File: config.mk
export PLATFORM = sky130hd
export DESIGN_NAME = seq_multiply_ctrl
export DESIGN_NICKNAME = d
export VERILOG_FILES = /design/src/rtl/calc_pkg.sv /design/src/rtl/seq_multiply_ctrl_andmultiply.sv /design/src/rtl/seq_multiply_ctrl.sv
export SDC_FILE = /design/constraint.sdc
export NUM_CORES = 1
export LEC_CHECK = 0
export ABC_AREA = 1
export CAP_MARGIN = 30
export CELL_PAD_IN_SITES_DETAIL_PLACEMENT = 0
export CELL_PAD_IN_SITES_GLOBAL_PLACEMENT = 1
export CORE_MARGIN = 2
export CORE_UTILIZATION = 37
export CTS_CLUSTER_DIAMETER = 60
export DETAILED_ROUTE_END_ITERATION = 12
export PLACE_DENSITY_LB_ADDON = 0.1
export SETUP_SLACK_MARGIN = 0.05
export SLEW_MARGIN = 20
export SYNTH_ARGS = -nofsm -noshare
export SYNTH_HDL_FRONTEND = slang
export SYNTH_SLANG_ARGS = --single-unit
File: constraint.sdc
create_clock -name clk -period 2.26 [get_ports clk]
set_input_delay 0.339 -clock clk [delete_from_list [all_inputs] [get_ports clk]]
set_output_delay 0.339 -clock clk [all_outputs]
set_load 0.01 [all_outputs]
File: src/rtl/calc_pkg.sv
// Shared definitions for the calculator multiply path.
// Contents:
//   CALC_WIDTH - operand width of the multiply datapath (fixed at 16)
//   CNT_W      - bit-step counter width, $clog2(CALC_WIDTH)
//   state_t    - multiplier controller FSM encoding (2-bit)
//   mag()      - unsigned magnitude of an operand when signed mode is active
package calc_pkg;

    localparam int unsigned CALC_WIDTH = 16;
    localparam int unsigned CNT_W      = $clog2(CALC_WIDTH);

    typedef enum logic [1:0] {
        ST_IDLE = 2'd0,
        ST_RUN  = 2'd1,
        ST_FIX  = 2'd2
    } state_t;

    // |v| for a two's-complement value when en=1, v unchanged otherwise.
    // The most negative value maps to itself, which is its correct unsigned magnitude.
    function automatic logic [CALC_WIDTH-1:0] mag(input logic [CALC_WIDTH-1:0] v,
                                                  input logic                  en);
        return (en && v[CALC_WIDTH-1]) ? -v : v;
    endfunction

endpackage

File: src/rtl/seq_multiply_ctrl_andmultiply.sv
// andmultiply: partial-product generator, one multiplier bit against the multiplicand.
// Ports:
//   A  in  16  multiplicand
//   B  in  1   current multiplier bit
//   P  out 16  A when B=1, zero otherwise
module andmultiply
    import calc_pkg::*;
(
    input  logic [CALC_WIDTH-1:0] A,
    input  logic                  B,
    output logic [CALC_WIDTH-1:0] P
);

    assign P = A & {CALC_WIDTH{B}};

endmodule

File: src/rtl/seq_multiply_ctrl.sv
// seq_multiply_ctrl: sequential shift-add multiplier controller.
// Retires one multiplier bit per clock through a single andmultiply instance,
// then applies the sign fix-up; fixed 17-clock latency from the start edge.
// Ports:
//   clk      in   1        system clock, rising edge
//   rst_n    in   1        asynchronous reset, active low
//   start    in   1        request, sampled only when idle
//   sgn      in   1        operands are two's complement (ignored when SIGNED_EN=0)
//   a        in   WIDTH    multiplicand
//   b        in   WIDTH    multiplier
//   busy     out  1        operation in flight (through the sign-fix cycle)
//   done     out  1        one-cycle pulse, product valid
//   product  out  2*WIDTH  result, held until the next operation completes
module seq_multiply_ctrl
    import calc_pkg::*;
#(
    parameter int unsigned WIDTH     = CALC_WIDTH,
    parameter bit          SIGNED_EN = 1'b1
) (
    input  logic                 clk,
    input  logic                 rst_n,
    input  logic                 start,
    input  logic                 sgn,
    input  logic [WIDTH-1:0]     a,
    input  logic [WIDTH-1:0]     b,
    output logic                 busy,
    output logic                 done,
    output logic [2*WIDTH-1:0]   product
);

    if (WIDTH != CALC_WIDTH) begin : g_width_chk
        $error("seq_multiply_ctrl: WIDTH must be 16 to match andmultiply");
    end

    localparam logic [CNT_W-1:0] CNT_LAST = CNT_W'(WIDTH - 1);

    state_t                r_state;
    logic [CNT_W-1:0]      r_cnt;
    logic [WIDTH-1:0]      r_mcand;
    logic [WIDTH-1:0]      r_mplr;     // multiplier bits shift out, product low half shifts in
    logic [WIDTH-1:0]      r_acc_hi;
    logic                  r_neg;
    logic                  r_busy;
    logic                  r_done;
    logic [2*WIDTH-1:0]    r_product;

    logic                  w_signed;
    logic [WIDTH-1:0]      w_pp;
    logic [WIDTH:0]        w_sum;
    logic [2*WIDTH-1:0]    w_acc;
    logic [2*WIDTH-1:0]    w_fixed;

    assign w_signed = SIGNED_EN && sgn;

    andmultiply u_pp (
        .A (r_mcand),
        .B (r_mplr[0]),
        .P (w_pp)
    );

    assign w_sum   = {1'b0, r_acc_hi} + {1'b0, w_pp};
    assign w_acc   = {r_acc_hi, r_mplr};
    assign w_fixed = r_neg ? -w_acc : w_acc;

    always_ff @(posedge clk or negedge rst_n) begin
        if (!rst_n) begin
            r_state   <= ST_IDLE;
            r_cnt     <= '0;
            r_mcand   <= '0;
            r_mplr    <= '0;
            r_acc_hi  <= '0;
            r_neg     <= 1'b0;
            r_busy    <= 1'b0;
            r_done    <= 1'b0;
            r_product <= '0;
        end else begin
            r_done <= 1'b0;
            unique case (r_state)
                ST_IDLE: begin
                    if (start) begin
                        r_mcand  <= mag(a, w_signed);
                        r_mplr   <= mag(b, w_signed);
                        r_neg    <= w_signed && (a[WIDTH-1] ^ b[WIDTH-1]);
                        r_acc_hi <= '0;
                        r_cnt    <= '0;
                        r_busy   <= 1'b1;
                        r_state  <= ST_RUN;
                    end
                end
                ST_RUN: begin
                    // {acc_hi, mplr} <= {sum, mplr} >> 1
                    r_acc_hi <= w_sum[WIDTH:1];
                    r_mplr   <= {w_sum[0], r_mplr[WIDTH-1:1]};
                    r_cnt    <= r_cnt + 1'b1;
                    if (r_cnt == CNT_LAST) begin
                        r_state <= ST_FIX;
                    end
                end
                ST_FIX: begin
                    r_product <= w_fixed;
                    r_done    <= 1'b1;
                    r_busy    <= 1'b0;
                    r_state   <= ST_IDLE;
                end
                default: r_state <= ST_IDLE;
            endcase
        end
    end

    assign busy    = r_busy;
    assign done    = r_done;
    assign product = r_product;

endmodule

==> results.yml <==
run_status:
  status: "complete, but fails checks"
  violations: "hold timing"
route:
  routed_wl_um: 15700
  firstDrtPassIters: 5
  vias: 5596
  post-route-drc-count: 0
  drt-initial-drc-count: 434
  wire_per_inst_um: 13.8
  final_antenna_net_count: 0
  vias_per_cell: 4.89
worst_setup_path:
  startpoint_type: "flip-flop"
  crit_required_ns: 2.53
  cp.arrival_ns: 2.28
  crit_buf_inv: 2
  cp_top_family: "simple AND/OR/NAND/NOR gates"
  crit_chain: "buf_4, nand2_1, inv_1, ha_1, or2_2, nand3_1, nand2_1, nand2_1, nand2_1, nand2_1, nand2_1, o21ai_0"
  crit_type: "flip-flop to flip-flop"
  cpPeakStageDelay_ns: 0.40
  endpoint_kind: "flip-flop"
  cp_slowest_cell: "dfrtp_1"
  worstPathMaxFanout: 15
  path_common_cell: "nand2_1"
power:
  p_sw_w: 0.00428
  p_clk_share_pct: 17.6
  power_frac_seq_pct: 31.4
  p_int_w: 0.00505
  netSwitchingFraction_pct: 45.9
  powerDensity_nw_per_um2: 1300
  p_leak_nw: 3.54
  ir_worst_vdd_mv: 0.463
  pwr-share-comb_pct: 51.0
grt:
  antenna_found_initial: 0
  grt_pass1_wl_um: 26600
  grt_pass1_vias: 5290
  grt_usage_pct: 19.9
  gr-total-overflow: 0
  grt_max_degree: 48
sta:
  fin_skew_ns: 0.00814
  rsz0062_at_grt: "no"
  whs_ns: -0.0170
  fin_crit_ns: 2.01
  hold_viol_final: 5
  max_freq_ghz: 0.497
  slew_viol_final: 0
  setup_tns_ns: 0
  slew-limit-headroom_pct: 55.4
  post-route-period-util_pct: 89.0
  worst_slew_pin_slew_ns: 0.669
  setup_slack_ns: 0.248
  setup_viol: 0
synth:
  syn_nets: 916
  synth_area_leaders: "dfrtp_1 37%, nand2_1 17%, nand3_1 6.8%, inv_1 5.7%, o21ai_0 4.9%"
  synth_cells: 859
  async_flop_share_pct: 100
  synth_cell_types: 41
  netlist.area_leader.share_pct: 37.3
  ys_seq_elements: 89
  avgSynthCellArea_sq_um: 6.96
  synth-edff-count: 0
  syn_area_sq_um: 5980
  seq_area_frac_synth_pct: 37.3
  yosys_warnings: 0
  yosys.area.top_type: "dfrtp_1"
  synth_ff_type: "dfrtp_1"
clock_tree:
  cts-root-buf: "clkbuf_16"
  cts_tree: "yes"
  cts.sinks: 89
  cts_buffers: 9
  ctsHoldBuffers: 0
  path_clk_slew_ns: 0.07
  clockBufferDepth: 2
  clk_latency_ns: 0.35
  cts_max_level: 3
placed_design:
  port_buffers: 69
  post-dp-hpwl_um: 12200
  finalWeightedCongestion: 0.858
  place_ws_ns: 0.152
die:
  dieArea_sq_um: 17200
  start_util_pct: 37.8
  core_area_sq_um: 15800
  die_x_um: 131
  fp-row-count: 46
  io_pins: 70
  die_y_um: 131
final_layout:
  drive_gt1_share_pct: 6.25
  diodes: 0
  fin_nets: 980
  area_growth_pct: 20.4
  fin_util_pct: 45.5
  fillers: 1624
worst_hold_path:
  hold_class: "primary input to async pin"
flow_run:
  maxCapViolCount: 0
cell families after synthesis:
family / Yosys count / synth area share (%)
AOI/OAI and AO/OA: 125 / 11.5
xor gates and xnor gates: 27 / 3.96
buffers and inverters: 122 / 8.44
and+or+nand+nor: 475 / 34.3
adders and majority gates: 21 / 4.52
DFF: 89 / 37.3
cells in the final DEF (no fill, tap or decap), types with 14 or more instances in the layout:
cell type        count
dfrtp_1             89
o21ai_1             14
inv_1               91
xor2_1              24
clkdlybuf4s50_1     68
nor2_1              73
o21ai_0             57
a21oi_1             26
nand2_1            269
ha_1                20
nand3_1             81
nand4_1             16
cell usage after synthesis, types with 4 or more instances:
cell type,instances
nor2_1,73
inv_2,6
buf_4,5
nand3_1,81
nand2_2,7
nand2_1,269
o22ai_1,6
xor2_1,24
nor2_2,5
buf_2,6
o21ai_1,13
o21ai_0,59
or2_2,4
ha_1,20
inv_1,91
dfrtp_1,89
nand4_1,16
nor3_1,6
clkbuf_1,9
a21oi_1,26
a22oi_1,10
layer usage:
layer | global-route usage [%] | part of all wire (%) | vias up | routed length (um)
li1 | - | - | 2918 | -
met3 | 2.23 | 3.8 | 19 | 601
met5 | 0 | 0 | - | 0
met4 | 6.76 | 1.6 | 0 | 257
met2 | 30.7 | 43 | 114 | 6700
met1 | 28.9 | 52 | 2545 | 8190
through the flow:
stage / hold slack (ns) / std cells / area, sq um / power [W]
floorplan: 0.0434 / 859 / 5980 / 0.00625
global placement: 0.377 / 1128 / 6870 / 0.00762
detailed placement: 0.381 / 1128 / 6870 / 0.00770
CTS: 0.00222 / 1144 / 7190 / 0.00937
global route: 0.0281 / 1144 / 7200 / 0.0103
finish: -0.0170 / 1144 / 7200 / 0.00933
timing repair:
| item | in CTS | in global routing |
|---|---|---|
| resized for setup | 0 | 3 |
| hold endpoints to repair | 0 | 0 |
| endpoints found under the setup margin | 0 | 4 |
| setup buffers | 0 | 0 |
state kept, by name (all words and copies together) (netlist names):
register and cells:
r_acc_hi 16, r_cnt 4, product 32, r_neg 1
busy 1, r_mcand 16, done 1, r_state 2
r_mplr 16
path summary, 6_finish.rpt:
kind,startpoint,to,slack (ns),cells past startpoint
max in group asynchronous,rst_n,r_mcand[12],1.61,2
max,r_mplr[0],r_acc_hi[10],0.25,12
min in group clk,busy,busy,0.47,2
min reg2reg,busy,busy,0.47,2
min,rst_n,product[10],-0.02,1
max reg2reg,r_mplr[0],r_acc_hi[10],0.25,12
power groups by stage:
stage	combinational, W	sequential, W	clock [W]
2_1_floorplan	0.00350	0.00275	0
4_1_cts	0.00478	0.00292	0.00168
6_report	0.00476	0.00293	0.00164
3_3_place_gp	0.00468	0.00293	0
5_1_grt	0.00550	0.00302	0.00174
3_5_place_dp	0.00476	0.00294	0
layout make-up:
| cell class | instances | area, sq um | share of cell area, % |
|---|---|---|---|
| multi-input cells | 648 | 3250 | 45.1 |
| flip-flops and latches | 89 | 2230 | 31.0 |
| repair buffers | 77 | 761 | 10.6 |
| inverters | 98 | 370 | 5.15 |
| well taps | 216 | 270 | 3.76 |
| clock buffers | 10 | 229 | 3.18 |
| clock inverters | 6 | 90.1 | 1.25 |
(Power assumes the default switching activity.)
